**src/rtl/reg_writer.sv**
```systemverilog
// Register-file write-back arbiter: merges ALU, load and mul/div results into
// one write port (ALU > MEM > MDU) and tracks pending writes per register.
module reg_writer #(
  parameter int XLEN = 32
) (
  input  logic            clk,
  input  logic            rst_n,
  input  logic            alu_valid,
  input  logic [4:0]      alu_rd,
  input  logic [XLEN-1:0] alu_data,
  input  logic            mem_valid,
  output logic            mem_ready,
  input  logic [4:0]      mem_rd,
  input  logic [XLEN-1:0] mem_data,
  input  logic            mdu_valid,
  output logic            mdu_ready,
  input  logic [4:0]      mdu_rd,
  input  logic [XLEN-1:0] mdu_data,
  input  logic            iss_valid,
  input  logic [4:0]      iss_rd,
  output logic [31:0]     busy,
  output logic            we,
  output logic [4:0]      waddr,
  output logic [XLEN-1:0] wdata
);

  logic            hold_mem_v_q, hold_mem_v_d;
  logic [4:0]      hold_mem_rd_q, hold_mem_rd_d;
  logic [XLEN-1:0] hold_mem_data_q, hold_mem_data_d;
  logic            hold_mdu_v_q, hold_mdu_v_d;
  logic [4:0]      hold_mdu_rd_q, hold_mdu_rd_d;
  logic [XLEN-1:0] hold_mdu_data_q, hold_mdu_data_d;
  logic            we_q, we_d;
  logic [4:0]      waddr_q, waddr_d;
  logic [XLEN-1:0] wdata_q, wdata_d;
  logic [31:0]     busy_q, busy_d;

  logic            alu_req, mem_req, mdu_req;
  logic            mem_gnt, mdu_gnt;
  logic [4:0]      mem_src_rd, mdu_src_rd;
  logic [XLEN-1:0] mem_src_data, mdu_src_data;

  assign mem_ready = rst_n & ~hold_mem_v_q;
  assign mdu_ready = rst_n & ~hold_mdu_v_q;

  // A held beat always takes precedence over the input: ready is low while held.
  assign mem_src_rd   = hold_mem_v_q ? hold_mem_rd_q   : mem_rd;
  assign mem_src_data = hold_mem_v_q ? hold_mem_data_q : mem_data;
  assign mdu_src_rd   = hold_mdu_v_q ? hold_mdu_rd_q   : mdu_rd;
  assign mdu_src_data = hold_mdu_v_q ? hold_mdu_data_q : mdu_data;

  // Beats to x0 are accepted but never raise a request.
  assign alu_req = alu_valid & (alu_rd != 5'd0);
  assign mem_req = hold_mem_v_q | (mem_valid & mem_ready & (mem_rd != 5'd0));
  assign mdu_req = hold_mdu_v_q | (mdu_valid & mdu_ready & (mdu_rd != 5'd0));

  assign mem_gnt = mem_req & ~alu_req;
  assign mdu_gnt = mdu_req & ~alu_req & ~mem_req;

  always_comb begin
    we_d    = alu_req | mem_req | mdu_req;
    waddr_d = waddr_q;
    wdata_d = wdata_q;
    if (alu_req) begin
      waddr_d = alu_rd;
      wdata_d = alu_data;
    end else if (mem_gnt) begin
      waddr_d = mem_src_rd;
      wdata_d = mem_src_data;
    end else if (mdu_gnt) begin
      waddr_d = mdu_src_rd;
      wdata_d = mdu_src_data;
    end
  end

  // Losing requests park in (or stay in) their holding slot; winners leave it.
  always_comb begin
    hold_mem_v_d    = mem_req & ~mem_gnt;
    hold_mem_rd_d   = hold_mem_rd_q;
    hold_mem_data_d = hold_mem_data_q;
    if (!hold_mem_v_q && mem_req && !mem_gnt) begin
      hold_mem_rd_d   = mem_rd;
      hold_mem_data_d = mem_data;
    end
    hold_mdu_v_d    = mdu_req & ~mdu_gnt;
    hold_mdu_rd_d   = hold_mdu_rd_q;
    hold_mdu_data_d = hold_mdu_data_q;
    if (!hold_mdu_v_q && mdu_req && !mdu_gnt) begin
      hold_mdu_rd_d   = mdu_rd;
      hold_mdu_data_d = mdu_data;
    end
  end

  // Clear first so a same-edge issue to the written register keeps it busy.
  always_comb begin
    busy_d = busy_q;
    if (we_d)
      busy_d[waddr_d] = 1'b0;
    if (iss_valid && (iss_rd != 5'd0))
      busy_d[iss_rd] = 1'b1;
    busy_d[0] = 1'b0;
  end

  always_ff @(posedge clk or negedge rst_n) begin
    if (!rst_n) begin
      hold_mem_v_q    <= 1'b0;
      hold_mem_rd_q   <= '0;
      hold_mem_data_q <= '0;
      hold_mdu_v_q    <= 1'b0;
      hold_mdu_rd_q   <= '0;
      hold_mdu_data_q <= '0;
      we_q            <= 1'b0;
      waddr_q         <= '0;
      wdata_q         <= '0;
      busy_q          <= '0;
    end else begin
      hold_mem_v_q    <= hold_mem_v_d;
      hold_mem_rd_q   <= hold_mem_rd_d;
      hold_mem_data_q <= hold_mem_data_d;
      hold_mdu_v_q    <= hold_mdu_v_d;
      hold_mdu_rd_q   <= hold_mdu_rd_d;
      hold_mdu_data_q <= hold_mdu_data_d;
      we_q            <= we_d;
      waddr_q         <= waddr_d;
      wdata_q         <= wdata_d;
      busy_q          <= busy_d;
    end
  end

  assign we    = we_q;
  assign waddr = waddr_q;
  assign wdata = wdata_q;
  assign busy  = busy_q;

endmodule

```
**config.mk**
```make
export PLATFORM = sky130hd
export DESIGN_NAME = reg_writer
export DESIGN_NICKNAME = d
export VERILOG_FILES = /design/src/rtl/reg_writer.sv
export SDC_FILE = /design/constraint.sdc
export NUM_CORES = 1
export LEC_CHECK = 0
export ABC_AREA = 1
export BUFFER_PORTS_ARGS = -buffer_cell sky130_fd_sc_hd__buf_4
export CAP_MARGIN = 20
export CELL_PAD_IN_SITES_DETAIL_PLACEMENT = 1
export CELL_PAD_IN_SITES_GLOBAL_PLACEMENT = 2
export CORE_MARGIN = 5
export CORE_UTILIZATION = 28
export DETAILED_ROUTE_END_ITERATION = 16
export PLACE_DENSITY_LB_ADDON = 0.3
export SLEW_MARGIN = 20
export SYNTH_ARGS = -nofsm -noshare
export SYNTH_HDL_FRONTEND = slang
export SYNTH_SLANG_ARGS = --single-unit
```
**constraint.sdc**
```tcl
create_clock -name clk -period 1.79 [get_ports clk]
set_input_delay 0.0895 -clock clk [delete_from_list [all_inputs] [get_ports clk]]
set_output_delay 0.0895 -clock clk [all_outputs]
set_load 0.05 [all_outputs]
```
==> After elaboration in Yosys (flattened, before gate mapping) <==
Cells that the tools add are included.
{ "word_totals": {"reg_bits": 145, "input_bits": 122, "word_cells": 71} }
{ "op_classes": {"order_cmp": 4, "muxes": 16, "bitwise": 25, "n_reduce_logical": 16} }
{ "op_table": {"columns": ["operator", "n"], "rows": [
  ["32-bit two-way mux", 7],
  ["32-bit AND", 1],
  ["32-bit inverter", 1],
  ["32-bit bitwise OR", 1],
  ["5-bit two-way mux", 5],
  ["5-bit nonzero test", 4],
  ["1-bit AND", 12],
  ["5-bit by 6-bit less-than comparator with 1-bit output (second input constant)", 2],
  ["1-bit demux with 5-bit select", 2],
  ["5-bit by 1-bit >= comparator with 1-bit output (second input constant)", 2],
  ["1-bit logical AND", 7],
  ["1-bit inverter", 6],
  ["1-bit zero test", 4],
  ["1-bit bitwise OR", 4],
  ["3-bit nonzero test", 1],
  ["1-bit two-way mux", 2]
]} }

==> Logic depth before layout (Yosys ltp) <==
{ "logic_depth": {"depth_word": 19, "ltp_mapped": 17, "mapped_depth_nobuf": 15} }

==> Worst setup path before layout <==
Ideal clock, no wire load.
{ "synth_timing": {"path_type": "reg-to-reg", "startpoint": "register hold_mem_v_q", "endpoint": "register busy_q[2] (netlist: busy[2])", "arrival_time_ns": 1.703, "required_time_ns": 1.671, "slack_ns": -0.032, "path_stages_with_launch": 17, "path_buffers": 2, "period_less_slack_ns": 1.822, "cell_sequence": "dfrtp_1 > buf_6 > inv_6 > nand2_4 > nor2_8 > nand2_4 > nand2_4 > nand2_4 > inv_2 > buf_6 > nand3_2 > nand3_2 > nand3_4 > nor2_4 > nand2_1 > nand2_1 > nand2_1"} }
{ "synth_via": {"elab_chain_len": 19, "elab_cells_between_ends": 24, "cone_classes": "order compare: 2; mux: 8; bitwise: 13; reduce/logical: 1"} }
{ "synth_rtl": {"columns": ["element", "line", "source"], "rows": [
  ["start, declared", "27", "logic hold_mem_v_q, hold_mem_v_d;"],
  ["start signal, assigned", "117", "hold_mem_v_q <= hold_mem_v_d;"],
  ["1-bit inverter", "43", "assign mem_ready = rst_n & ~hold_mem_v_q;"],
  ["1-bit AND", "43", null],
  ["1-bit AND (2 in a row)", "54", "assign mem_req = hold_mem_v_q | (mem_valid & mem_ready & (mem_rd != 5'd0));"],
  ["1-bit bitwise OR", "54", null],
  ["1-bit inverter", "58", "assign mdu_gnt = mdu_req & ~alu_req & ~mem_req;"],
  ["1-bit AND", "58", null],
  ["5-bit two-way mux", "70", "end else if (mdu_gnt) begin"],
  ["5-bit two-way mux", "67", "end else if (mem_gnt) begin"],
  ["(+3 left out)", null, null],
  ["1-bit two-way mux (implied by the code)", "98", "busy_d[waddr_d] = 1'b0;"],
  ["1-bit demux with 5-bit select", "98", null],
  ["32-bit inverter (no source line)", null, null],
  ["32-bit AND (no source line)", null, null],
  ["32-bit two-way mux *", "97", "if (we_d)"],
  ["32-bit bitwise OR (no source line)", null, null],
  ["32-bit two-way mux *", "99", "if (iss_valid && (iss_rd != 5'd0))"],
  ["named net busy_d[2]", "36", "logic [31:0] busy_q, busy_d;"],
  ["end signal, assigned", "126", "busy_q <= busy_d;"],
  ["end, declared", "36", null]
]} }
Mark *: on every way through the listed nets, which the timed path passes. The rest lies on a longest branch.
A chain may end at the register's enable or synchronous reset.

==> Worst setup path in the final report <==
{ "layout_timing": {"startpoint": "register hold_mem_v_q", "endpoint": "register busy_q[17] (netlist: busy[17])"} }
{ "layout_via": {"elab_chain_len": 19, "elab_cells_between_ends": 24, "cone_classes": "order compare: 2; mux: 8; bitwise: 13; reduce/logical: 1"} }
{ "layout_rtl": {"columns": ["element", "line", "source"], "rows": [
  ["1-bit inverter", "43", null],
  ["1-bit AND", "43", null],
  ["1-bit AND (2 in a row)", "54", null],
  ["1-bit bitwise OR", "54", null],
  ["1-bit inverter", "58", null],
  ["1-bit AND", "58", null],
  ["5-bit two-way mux", "70", null],
  ["5-bit two-way mux *", "67", null],
  ["(+1 left out)", null, null],
  ["named net waddr_d[1]", "34", "logic [4:0] waddr_q, waddr_d;"],
  ["(+2 left out)", null, null],
  ["1-bit two-way mux (implied by the code)", "98", null],
  ["1-bit demux with 5-bit select *", "98", null],
  ["32-bit inverter (no source line) *", null, null],
  ["32-bit AND (no source line) *", null, null],
  ["32-bit two-way mux *", "97", null],
  ["32-bit bitwise OR (no source line)", null, null],
  ["32-bit two-way mux *", "99", null],
  ["named net busy_d[17]", "36", null]
]} }
Marks and branches as above.

==> qor.yml <==
run_status:
  status: "complete, but fails checks"
  violations: "negative setup slack"
critical_path:
  path_cells: "inv_6 -> nand2_4 -> nor2_8 -> a21oi_4 -> buf_12 -> nand4_1 -> nand3_2 -> nand3_2 -> nand2_4 -> inv_4 -> nor2_4 -> buf_12 -> nand2_1 -> nand2_1 -> nand2_1"
  r2r-start: "hold_mem_v_q$_DFF_PN0_"
  critPathMaxFanout: 8
  crit_slowest_cell: "dfrtp_2"
  reg2reg_slack_ps: -200
  critPathMaxStageDelay_ps: 410
  path_class: "flip-flop to flip-flop"
  crit_buf_inv: 4
  cp_data_required_time_ps: 2100
  cp_common_cell: "nand2_1"
  reg2reg_to: "busy[17]$_DFF_PN0_"
  start_kind: "flip-flop"
  end_kind: "flip-flop"
  r2r_cells: 15
  crit_family: "simple AND/OR/NAND/NOR gates"
  crit_arrival_ps: 2300
global_routing:
  grt_start_max_net_pins: 66
  grt_usage: 0.191
  grt_first_pass_wirelength_mm: 47.3
  grt_overflow: 0
  grt_antenna_before_repair: 1
  grt_pass1_vias: 8693
yosys:
  syn_nets: 1098
  yosysSeqAreaShare: 0.468
  synthAdderAreaFrac: 0
  synth_compound_area_frac: 0.162
  synth_top_family_by_area: "simple AND/OR/NAND/NOR gates"
  synth_top_area_frac: 0.468
  syn_area_um2: 7760
  synth_area_leaders: "dfrtp_1, nand2_1, o21ai_0, a211oi_1, nor2_1"
  yosys_warnings: 0
  synthXorXnorAreaFrac: 0
  synth_cells: 976
  synth.distinct_cells: 34
  muxShareOfSynthArea: 0.00435
  yosys.area_share.simple: 0.280
  ys_ff_latch: 145
  synth_top_cell_by_area: "dfrtp_1"
  syn_area_per_cell_um2: 7.95
layout:
  design_area_um2: 12600
  syn2layout_area_growth_pct: 63.0
  final_nets: 1458
  seqCellArea_um2: 3630
  drive_above_1_share: 0.348
  nFillCells: 3219
  final_cells: 1728
  multi_input_area_um2: 3940
place:
  place.gp.congestion: 0.778
  dp_cells: 1557
  dpl_cell_area_um2: 10000
  port-buffer-count: 192
  hpwl_mm: 20.1
route:
  first_pass_iters: 4
  antenna_left: 0
  first_iter_violations: 321
  num_vias: 8029
  drt_wl_total_mm: 30.5
  post_drt_wl_per_cell_um: 17.7
  drc: 0
  viasPerCell: 4.65
sta:
  period_minus_slack_ps: 1990
  slew_headroom: 0.396
  finalHoldViolations: 0
  tightest_slew_ps: 906
  final_max_slew_viol_count: 0
  setup_viol: 86
  clock.fmax_mhz: 503
  post-route-period-util: 1.11
  grt_setup_unrepaired: "yes"
  finClkSkew_ps: 13.6
  worst_slack_ps: -199
hold_path:
  hold_end: "hold_mem_rd_q[2]$_DFFE_PN0P_"
  hold_class: "input port to flip-flop"
  whs_path_depth: 4
  hp-start: "mem_rd[2]"
floorplan:
  die_area_um2: 31100
  fp.dieH_um: 176
  core_area_um2: 27600
  num_io_pins: 194
  initial_core_util: 0.282
  die_x_um: 176
  num_rows: 61
power:
  p_int_mw: 7.95
  power.density_nw_per_um2: 1080
  switching_power_mw: 5.68
  leakage_nw: 6.02
  combPwrFrac: 0.404
  p_seq_frac: 0.344
  p_sw_frac: 0.417
  vdd_drop_max_mv: 0.822
  clockPowerShare: 0.252
run:
  drv_cap: 0
clock_tree:
  cts_tree: "yes"
  cts_root_buffer: "clkbuf_16"
  clk_pin_slew_ps: 70
  clock_latency_ps: 430
  clkSinkCount: 145
  htree_levels: 4
  cts_buffer_depth: 2
  cts_made_buffers: 17
==> layout make-up <==
| cell class | instances | area share |
|---|---|---|
| Sequential cell | 145 | 0.287 |
| Timing Repair Buffer | 399 | 0.289 |
| Inverter | 97 | 0.0310 |
| Tap cell | 378 | 0.0374 |
| Antenna cell | 1 | 0.000198 |
| Multi-Input combinational cell | 676 | 0.312 |
| Clock buffer | 18 | 0.0339 |
| Clock inverter | 14 | 0.00950 |
==> sequential cells by signal, summed over array words and instances (netlist names) <==
signal,count
we,1
hold_mem_v_q,1
hold_mdu_data_q,32
hold_mem_data_q,32
hold_mem_rd_q,5
busy,31
wdata,32
waddr,5
hold_mdu_v_q,1
hold_mdu_rd_q,5
==> how the worst max path moves through the flow <==
stage                                start  slack [ps]  cells after the start            endpoint
CTS                 hold_mem_v_q$_DFF_PN0_        -170                     15   busy[1]$_DFF_PN0_
floorplan           hold_mem_v_q$_DFF_PN0_         -30                     16  busy[10]$_DFF_PN0_
global route        hold_mem_v_q$_DFF_PN0_        -350                     13  busy[16]$_DFF_PN0_
finish              hold_mem_v_q$_DFF_PN0_        -200                     15  busy[17]$_DFF_PN0_
global placement    hold_mem_v_q$_DFF_PN0_        -200                     14   busy[7]$_DFF_PN0_
detailed placement  hold_mdu_v_q$_DFF_PN0_        -270                     15  busy[12]$_DFF_PN0_
==> placed cells by master, fill, tap and decap left out, types with 10 or more instances in the layout <==
cell type      netlist  layout
nand3_2             12      17
buf_12               0      18
nor2_1              93      86
dlygate4sd3_1        0     104
a21oi_1             21      21
o21ai_2              0      14
buf_4                2     256
a211oi_1            50      10
nor2_4               8      12
buf_6                4      14
nor3_1              10      10
inv_1               91      90
nand2_4             15      15
o21ai_1             16      33
clkbuf_16            0      20
a211oi_2             0      31
nand2_2              6      16
o211ai_1            32      32
o21ai_0             88      57
dfrtp_1            145     143
nand2_1            258     246
nand3_1             42      36
==> synthesized netlist by cell type (all sizes together) <==
master,n
dfrtp,145
nand3b,1
o211ai,32
nand2,279
clkbuf,28
nand4,6
conb,1
o21ai,104
nor3,10
or2,2
mux2,3
and3,1
inv,97
a211oi,50
nand3,57
buf,31
a21oi,22
nor2,107
==> tightest hold or removal path, cell delays in order <==
cell and delay [ps]:
buf_4 110, buf_4 110, nand2_1 40, o21ai_0 70
==> what timing repair did <==
| action | in CTS | in global routing |
|---|---|---|
| buffers inserted | 17 | 12 |
| setup endpoints to repair | 98 | 134 |
| endpoints found under the hold margin | 196 | 0 |
| hold buffers | 104 | 0 |
| gates resized for setup | 60 | 105 |
| pin swaps | 30 | 47 |
| gates cloned | 4 | 5 |
==> per-stage QoR <==
step	util	total power [mW]	TNS, ps	hold slack, ps	setup WS (ps)
after CTS	0.438	13.5	-9100	0.136	-173
final	0.459	13.6	-10610	29.3	-199
after floorplan	-	7.69	-541	-206	-30.6
after global placement	0.364	9.45	-11070	127	-202
after detailed placement	0.364	9.54	-13680	131	-265
after global routing	0.459	14.4	-22440	20.9	-354
==> routing by layer <==
layer  GRT usage  up-vias  share of wire
li1            -     3901              -
met1       0.243     3930           0.44
met2       0.325      164           0.49
met3      0.0448       34          0.050
met4      0.0513        0          0.018
met5           0        -              0
==> cell families (layout without fill, tap and decap cells) <==
logic type / after synthesis / count (layout)
flops: 145 / 145
other cells: 1 / 2
compound gates: 208 / 208
mux: 3 / 3
buf+inv: 156 / 528
simple gates: 463 / 464
==> power groups by stage <==
stage | combinational [mW] | clock [mW] | sequential, mW
final | 5.50 | 3.44 | 4.69
after global routing | 5.94 | 3.67 | 4.80
after CTS | 5.27 | 3.54 | 4.65
after detailed placement | 4.88 | 0 | 4.67
after global placement | 4.79 | 0 | 4.65
after floorplan | 1.62 | 0 | 6.08
Note: power is estimated with default switching activity, not from simulation.
